File: src/rtl/uart_rx_buf_writer.sv
`default_nettype none
// ============================================================================
// Module   : uart_rx_buf_writer
// Purpose  : UART receiver that packs bytes little-endian into 32-bit words
//            and writes them sequentially into a text buffer. Frames are 8N1,
//            or 8E1 when UART_RX_PARITY_EN is defined.
// Revision : 1.0 - initial release
// ============================================================================
module uart_rx_buf_writer #(
    parameter int          CLKS_PER_BIT = 16,
    parameter int          DEPTH        = 16,
    parameter logic [7:0]  END_CHAR     = 8'h21,
    parameter int          ADDR_W       = $clog2(DEPTH) + 2
) (
    input  logic              clk_sys_i,
    input  logic              rst_n_i,
    input  logic              uart_rx_i,
    input  logic              uart_start_i,
    output logic              buf_we_o,
    output logic [ADDR_W-1:0] buf_addr_o,
    output logic [31:0]       buf_data_o,
    output logic [3:0]        buf_be_o,
    output logic              rx_done_o,
    output logic              overflow_o,
    output logic              frame_err_o,
    output logic              parity_err_o
);

    localparam int CNT_W = $clog2(CLKS_PER_BIT);
    localparam int WC_W  = $clog2(DEPTH) + 1;
    localparam logic [CNT_W-1:0] c_half      = CNT_W'(CLKS_PER_BIT / 2 - 1);
    localparam logic [CNT_W-1:0] c_full      = CNT_W'(CLKS_PER_BIT - 1);
    localparam logic [WC_W-1:0]  c_last_word = WC_W'(DEPTH - 1);

    typedef enum logic [2:0] {
        S_IDLE   = 3'd0,
        S_START  = 3'd1,
        S_DATA   = 3'd2,
        S_PARITY = 3'd3,
        S_STOP   = 3'd4,
        S_BREAK  = 3'd5
    } state_t;

    state_t            r_state, w_state_nxt;
    logic              r_rx_meta, r_rx_sync;
    logic [CNT_W-1:0]  r_clk_cnt;
    logic [2:0]        r_bit_cnt;
    logic [7:0]        r_shift;
    logic [1:0]        r_lane;
    logic [31:0]       r_word;
    logic [3:0]        r_be;
    logic [WC_W-1:0]   r_word_cnt;
    logic              r_done, r_overflow, r_frame_err;
    logic              w_shift, w_par_chk, w_byte_ok, w_frame_err, w_par_ok;
    logic              w_accept, w_is_end, w_flush;
    logic [31:0]       w_word_nxt;
    logic [3:0]        w_be_nxt;

    always_ff @(posedge clk_sys_i or negedge rst_n_i) begin
        if (!rst_n_i) begin
            r_rx_meta <= 1'b1;
            r_rx_sync <= 1'b1;
        end else begin
            r_rx_meta <= uart_rx_i;
            r_rx_sync <= r_rx_meta;
        end
    end

    always_ff @(posedge clk_sys_i or negedge rst_n_i) begin
        if (!rst_n_i) begin
            r_state   <= S_IDLE;
            r_clk_cnt <= '0;
            r_bit_cnt <= '0;
            r_shift   <= '0;
        end else begin
            r_state <= w_state_nxt;
            if (r_state == S_IDLE || w_state_nxt != r_state || r_clk_cnt == c_full)
                r_clk_cnt <= '0;
            else
                r_clk_cnt <= r_clk_cnt + 1'b1;
            if (r_state != S_DATA)
                r_bit_cnt <= '0;
            else if (w_shift)
                r_bit_cnt <= r_bit_cnt + 1'b1;
            if (w_shift)
                r_shift <= {r_rx_sync, r_shift[7:1]};
        end
    end

    always_comb begin
        w_state_nxt = r_state;
        w_shift     = 1'b0;
        w_par_chk   = 1'b0;
        w_byte_ok   = 1'b0;
        w_frame_err = 1'b0;
        case (r_state)
            S_IDLE:   if (!r_rx_sync) w_state_nxt = S_START;
            S_START:  if (r_clk_cnt == c_half) w_state_nxt = r_rx_sync ? S_IDLE : S_DATA;
            S_DATA: begin
                if (r_clk_cnt == c_full) begin
                    w_shift = 1'b1;
                    if (r_bit_cnt == 3'd7) begin
`ifdef UART_RX_PARITY_EN
                        w_state_nxt = S_PARITY;
`else
                        w_state_nxt = S_STOP;
`endif
                    end
                end
            end
            S_PARITY: begin
                if (r_clk_cnt == c_full) begin
                    w_par_chk   = 1'b1;
                    w_state_nxt = S_STOP;
                end
            end
            S_STOP: begin
                if (r_clk_cnt == c_full) begin
                    if (r_rx_sync) begin
                        w_byte_ok   = w_par_ok;
                        w_state_nxt = S_IDLE;
                    end else begin
                        w_frame_err = 1'b1;
                        w_state_nxt = S_BREAK;
                    end
                end
            end
            S_BREAK:  if (r_rx_sync) w_state_nxt = S_IDLE;
            default:  w_state_nxt = S_IDLE;
        endcase
        if (uart_start_i) w_state_nxt = S_IDLE;
    end

`ifdef UART_RX_PARITY_EN
    logic r_par_bad, r_parity_err;

    // Even parity: the parity bit must equal the XOR of the data bits.
    always_ff @(posedge clk_sys_i or negedge rst_n_i) begin
        if (!rst_n_i) begin
            r_par_bad    <= 1'b0;
            r_parity_err <= 1'b0;
        end else begin
            if (w_par_chk)
                r_par_bad <= (^r_shift) ^ r_rx_sync;
            if (uart_start_i)
                r_parity_err <= 1'b0;
            else if (w_par_chk && ((^r_shift) ^ r_rx_sync))
                r_parity_err <= 1'b1;
        end
    end
    assign w_par_ok     = !r_par_bad;
    assign parity_err_o = r_parity_err;
`else
    assign w_par_ok     = 1'b1;
    assign parity_err_o = 1'b0;
`endif

    assign w_accept   = w_byte_ok && !r_done;
    assign w_is_end   = (r_shift == END_CHAR);
    assign w_flush    = w_is_end || (r_lane == 2'd3);
    assign w_word_nxt = r_word | (32'(r_shift) << {r_lane, 3'b000});
    assign w_be_nxt   = r_be | (4'b0001 << r_lane);

    always_ff @(posedge clk_sys_i or negedge rst_n_i) begin
        if (!rst_n_i) begin
            buf_we_o    <= 1'b0;
            buf_addr_o  <= '0;
            buf_data_o  <= '0;
            buf_be_o    <= '0;
            r_lane      <= '0;
            r_word      <= '0;
            r_be        <= '0;
            r_word_cnt  <= '0;
            r_done      <= 1'b0;
            r_overflow  <= 1'b0;
            r_frame_err <= 1'b0;
        end else begin
            buf_we_o <= 1'b0;
            if (uart_start_i) begin
                r_lane      <= '0;
                r_word      <= '0;
                r_be        <= '0;
                r_word_cnt  <= '0;
                r_done      <= 1'b0;
                r_overflow  <= 1'b0;
                r_frame_err <= 1'b0;
            end else begin
                if (w_frame_err)
                    r_frame_err <= 1'b1;
                if (w_accept) begin
                    if (w_flush) begin
                        buf_we_o   <= 1'b1;
                        buf_addr_o <= ADDR_W'({r_word_cnt, 2'b00});
                        buf_data_o <= w_word_nxt;
                        buf_be_o   <= w_be_nxt;
                        r_word_cnt <= r_word_cnt + 1'b1;
                        r_lane     <= '0;
                        r_word     <= '0;
                        r_be       <= '0;
                        if (w_is_end) begin
                            r_done <= 1'b1;
                        end else if (r_word_cnt == c_last_word) begin
                            r_done     <= 1'b1;
                            r_overflow <= 1'b1;
                        end
                    end else begin
                        r_word <= w_word_nxt;
                        r_be   <= w_be_nxt;
                        r_lane <= r_lane + 1'b1;
                    end
                end
            end
        end
    end

    assign rx_done_o   = r_done;
    assign overflow_o  = r_overflow;
    assign frame_err_o = r_frame_err;

endmodule
`default_nettype wire

File: config.mk
export PLATFORM = sky130hd
export DESIGN_NAME = uart_rx_buf_writer
export DESIGN_NICKNAME = d
export VERILOG_FILES = /design/src/rtl/uart_rx_buf_writer.sv
export SDC_FILE = /design/constraint.sdc
export NUM_CORES = 1
export LEC_CHECK = 0
export ABC_CLOCK_PERIOD_IN_PS = 1900
export BUFFER_PORTS_ARGS = -buffer_cell sky130_fd_sc_hd__buf_4
export CORE_MARGIN = 2
export CORE_UTILIZATION = 43
export CTS_BUF_LIST = sky130_fd_sc_hd__clkbuf_4
export CTS_CLUSTER_SIZE = 10
export DETAILED_ROUTE_END_ITERATION = 6
export PLACE_DENSITY = 0.69
export SLEW_MARGIN = 20
export SYNTH_ARGS = -nofsm -noshare
export SYNTH_HDL_FRONTEND = slang
export SYNTH_SLANG_ARGS = --single-unit
File: constraint.sdc
create_clock -name clk_sys_i -period 1.9 [get_ports clk_sys_i]
set_input_delay 0.38 -clock clk_sys_i [delete_from_list [all_inputs] [get_ports clk_sys_i]]
set_output_delay 0.38 -clock clk_sys_i [all_outputs]
set_load 0.01 [all_outputs]
# Word level (Yosys, flattened, before mapping)
# Cells that the tools add are included.
# totals
out_inout_bits	47
n_memories	0
ram_bits	0
inputBits	4
reg_bits	107
romBits	0
latchBits	0
# op_classes
n_addsub	4
bitwise	3
muxes	48
multipliers	0
n_eq_ne	14
div	0
order_cmp	0
n_reduce_logical	16
shifts	2
# ops
cell	n
two-way mux 32 bit	3
two-way mux 3 bit	11
OR 32 bit	1
left shift 8 x 5 -> 32 bit	1
two-way mux 1 bit	22
case mux 3 bit (6 select lines)	1
two-way mux 4 bit	4
two-way mux 5 bit	3
nonzero test 2 bit	5
equality test 3 bit, second input constant	3
equality test 8 x 6 -> 1 bit, second input constant	1
two-way mux 2 bit	4
equality test 3 x 2 -> 1 bit, second input constant	2
AND reduction 3 bit	2
adder 5 x 1 -> 5 bit, second input constant	1
equality test 5 x 4 -> 1 bit, second input constant	1
adder 4 x 1 -> 4 bit, second input constant	1
equality test 4 x 3 -> 1 bit, second input constant	1
equality test 4 bit, second input constant	1
OR 4 bit	1
AND reduction 4 bit	1
left shift 1 x 2 -> 4 bit, first input constant	1
adder 3 x 1 -> 3 bit, second input constant	1
equality test 3 x 1 -> 1 bit, second input constant	1
other kinds (12)	14

# Depth between registers and ports, before layout
# depth
word_depth	9
mapped_depth	8
depth_no_buf	6

# Least setup slack after synthesis
# Ideal clock, no wire load.
# synth_path
kind	register -> register
startpoint	register r_rx_sync
endpoint	register buf_data_o[14]
period_less_slack_ns	1.792
slack_ns	0.108
path_stages_with_launch	8
t_arrival_ns	1.713
required_ns	1.821
path_cell_list	dfstp_2 -> nor3b_2 -> nand3_1 -> or3_1 -> buf_6 -> inv_12 -> buf_12 -> mux2i_1
# synth_via
elab_chain_len	5
# synth_rtl
item	line_no	text
from (decl)	45	logic r_rx_meta, r_rx_sync;
from (signal assigned)	65	r_rx_sync <= r_rx_meta;
two-way mux 1 bit	119	if (r_rx_sync) begin
two-way mux 1 bit	118	if (r_clk_cnt == c_full) begin
two-way mux 1 bit	96	case (r_state)
logical AND 1 bit	158	assign w_accept = w_byte_ok && !r_done;
AND reduction 3 bit (no source line)	-	
to (signal assigned)	194	buf_data_o <= w_word_nxt;
to (decl)	21	output logic [31:0] buf_data_o,
# No other way between the ends.
# A chain may end at the register's enable or synchronous reset.

# Worst setup path in the final report
# layout_path
startpoint	register r_shift[2]
endpoint	register buf_addr_o[3]
# layout_via
elab_chain_len	3
# layout_rtl
item	line_no	text
from (decl)	48	logic [7:0] r_shift;
from (signal assigned)	86	r_shift <= {r_rx_sync, r_shift[7:1]};
equality test 8 x 6 -> 1 bit	159	assign w_is_end = (r_shift == END_CHAR);
logical OR 1 bit	160	assign w_flush = w_is_end || (r_lane == 2'd3);
AND reduction 3 bit (no source line)	-	
to (signal assigned)	193	buf_addr_o <= ADDR_W'({r_word_cnt, 2'b00});
to (decl)	20	output logic [ADDR_W-1:0] buf_addr_o,
# No other way between the ends.

==> impl_metrics.py <==
metrics = {
    "status": {
        "status": "finished, final reports clean",
    },
    "worst_setup_path": {
        "endpoint": "buf_addr_o[3]",
        "r2r_end": "buf_addr_o[3]",
        "r2r_cells": 5,
        "path_class": "flop to flop",
        "cpLargestDelayFamily": "simple AND/OR/NAND/NOR gates",
        "cp_slowest_cell": "dfrtp_1",
        "cp-start-kind": "flop",
        "path_buf_inv": 1,
        "rrSetupSlack_ps": 50,
        "critPathMaxFanout": 6,
        "cp-end-kind": "flop",
        "r2r-start": "r_shift[2]",
        "crit_arrival_ps": 2200,
        "crit_cells": 5,
        "max_stage_delay_ps": 440,
        "worstPathCellList": "nor4b_4 > a21oi_2 > or3_4 > buf_12 > mux2_4",
        "crit_start": "r_shift[2]",
        "required_ps": 2250,
    },
    "final_layout": {
        "drive_above_1_share_pct": 24.9,
        "final_cell_mix": "dfrtp_1, buf_4, nor2_1, a21oi_1, inv_1",
        "fill_cells": 977,
        "fin_util_pct": 52.0,
        "nNetsFinal": 514,
        "final_common_cell": "dfrtp_1",
        "syn2layout_area_growth_pct": 17.8,
        "instances_no_fill": 647,
    },
    "timing": {
        "fmax_ghz": 0.541,
        "min_period_over_period_pct": 97.4,
        "slew_headroom_pct": 61.3,
        "setup_viol": 0,
        "holdWs_ps": 232,
        "final_hold_viol_count": 0,
        "slew_violations": 0,
        "worst_slew_pin_slew_ps": 580,
        "fin_skew_ps": 15.3,
        "grt_setup_unrepaired": "true",
        "final.min_clock_period_ps": 1850,
    },
    "logic_synthesis": {
        "synth-async-reset-ratio_pct": 100,
        "synthMuxAreaShare_pct": 9.69,
        "synth_adder_area_share_pct": 2.34,
        "syn_area_um2": 4800,
        "synth.top_cell.area_share_pct": 54.7,
        "synth-main-ff-cell": "dfrtp_1",
        "synthTopCellsByArea": "dfrtp_1, mux2i_1, a21oi_1, nor2_1, a31oi_1",
        "syn_avg_cell_area_um2": 10.8,
        "yosysSeqAreaShare_pct": 55.8,
        "yosysWarnings": 0,
        "syn_inst": 445,
        "synth_xor_area_share_pct": 0.729,
        "yosysTopAreaCell": "dfrtp_1",
        "ys_seq_elements": 107,
        "synth_compound_area_share_pct": 13.5,
        "synth_edf_count": 0,
        "synth_top_family_by_area": "compound AO/OA/AOI/OAI gates",
        "synth-simple-area-share_pct": 9.48,
        "synth_cell_types": 50,
    },
    "place": {
        "gp_congestion": 0.781,
        "hpwlAfterDp_um": 6790,
        "dp_cells": 624,
        "port_buffers": 47,
    },
    "global_route": {
        "grt_overflow": 0,
        "grt_pass1_wl_um": 17500,
        "grt_antenna_before_repair": 1,
        "first_global_vias": 3544,
        "grt_start_max_net_pins": 41,
        "grt_util_all_layers_pct": 18.7,
    },
    "power": {
        "peakVddDrop_v": 0.000268,
        "power.leakage_uw": 0.00261,
        "powerDensity_nw_per_um2": 613,
    },
    "clocking": {
        "clock-sinks": 107,
        "clkTransAtPathRegs_ps": 160,
        "cts_tree": "built",
        "numCtsBuffers": 9,
        "clk_root_buffer_cell": "clkbuf_4",
        "clk-insertion-delay-late_ps": 450,
        "ctsHtreeMaxLevel": 3,
        "cts.path.max_buffers": 2,
    },
    "floorplanning": {
        "fp.dieH_um": 110,
        "io_pins": 51,
        "die-area_um2": 12000,
        "rows": 38,
        "start_util_pct": 44.1,
        "die_x_um": 110,
        "core_um2": 10900,
    },
    "routing": {
        "finalWirelength_um": 10500,
        "antenna_left": 0,
        "via_count": 3445,
        "route.detailed.drc": 0,
        "first_iter_violations": 185,
        "firstDrtPassIters": 4,
        "wl_per_cell_um": 16.3,
        "viasPerCell": 5.32,
    },
    "min_path": {
        "holdPathStages": 2,
        "hp-class": "input port to flop",
    },
    "flow_run": {
        "maxCapViolCount": 0,
    },
}
[through the flow]
step	TNS (ps)	area, µm²	power (µW)	setup slack, ps
global placement	0	5360	2490	15.9
CTS	0	5530	3500	0.451
detailed placement	-1280	5360	2490	-83.1
floorplan	0	4810	2400	108
finish	0	5660	3470	49.9
global route	-55.2	5660	3600	-22.4
[worst reg2reg max path, stage by stage (launching register included)]
cell and delay, ps:
dfrtp_1 440, nor4b_4 330, a21oi_2 100, or3_4 390, buf_12 180, mux2_4 300
[report_power, final]
part / total, µW / internal, µW / switching (µW)
clock: 1020 / 285 / 733
combinational: 153 / 47.0 / 106
sequential: 2300 / 2290 / 7.13
[kinds of logic after synthesis]
family	count (synthesis)
other	1
multiplexers	45
flip-flops	107
AO/OA/AOI/OAI	108
buffers and inverters	80
AND/OR/NAND/NOR	91
XOR/XNOR	4
adder cells (fa/ha/maj)	9
[synth_stat cells, drive strengths merged (6+ instances only)]
cell	number
dfrtp	105
nor2	50
a21oi	46
inv	42
mux2i	33
a31oi	29
clkbuf	22
buf	16
mux2	12
o21ai	11
ha	9
nand2	7
a41oi	6
o31ai	6
[area by class of cell]
cell class	count	area [µm²]	share of cell area, %
repair inverters	1	30.0	0.531
diodes	1	2.50	0.0442
clock inverters	6	41.3	0.730
multi-input cells	260	1800	31.8
inverters	42	184	3.25
clock buffers	10	75.1	1.33
repair buffers	80	673	11.9
well taps	140	175	3.10
flip-flops and latches	107	2680	47.4
[registers in the layout (all words and copies together), names as in the netlist]
| register | count |
|---|---|
| buf_addr_o | 4 |
| rx_done_o | 1 |
| r_rx_sync | 1 |
| r_lane | 2 |
| r_bit_cnt | 3 |
| buf_be_o | 4 |
| r_word_cnt | 5 |
| overflow_o | 1 |
| r_clk_cnt | 4 |
| buf_data_o | 32 |
| frame_err_o | 1 |
| r_be | 4 |
| buf_we_o | 1 |
| r_shift | 8 |
| r_word | 32 |
| r_state | 3 |
| r_rx_meta | 1 |
[per-layer routing]
| metal | up-vias | part of all wire [%] | GRT usage, % |
|---|---|---|---|
| met5 | - | 0 | 0 |
| met4 | 0 | 2.1 | 9.22 |
| met3 | 22 | 4.0 | 2.43 |
| met2 | 96 | 48 | 29.7 |
| met1 | 1686 | 45 | 25.4 |
| li1 | 1641 | - | - |
[what timing repair did]
action / CTS / global route
cloned: 1 / 1
gates resized for setup: 6 / 19
hold buffers: 2 / 0
buffers inserted: 0 / 2
pin swaps: 0 / 3
setup endpoints to repair: 40 / 48
endpoints found under the hold margin: 37 / 0
[how the worst min path moves through the flow]
stage	start	to	slack (ps)
6_report	uart_start_i	r_word_cnt[0]	230
5_1_grt	uart_start_i	r_word_cnt[3]	210
4_1_cts	uart_start_i	r_state[2]	200
3_5_place_dp	r_rx_meta	r_rx_sync	350
3_3_place_gp	r_rx_meta	r_rx_sync	350
2_1_floorplan	rst_n_i	buf_addr_o[2]	80
No activity file was read; power rests on OpenSTA's default activity.
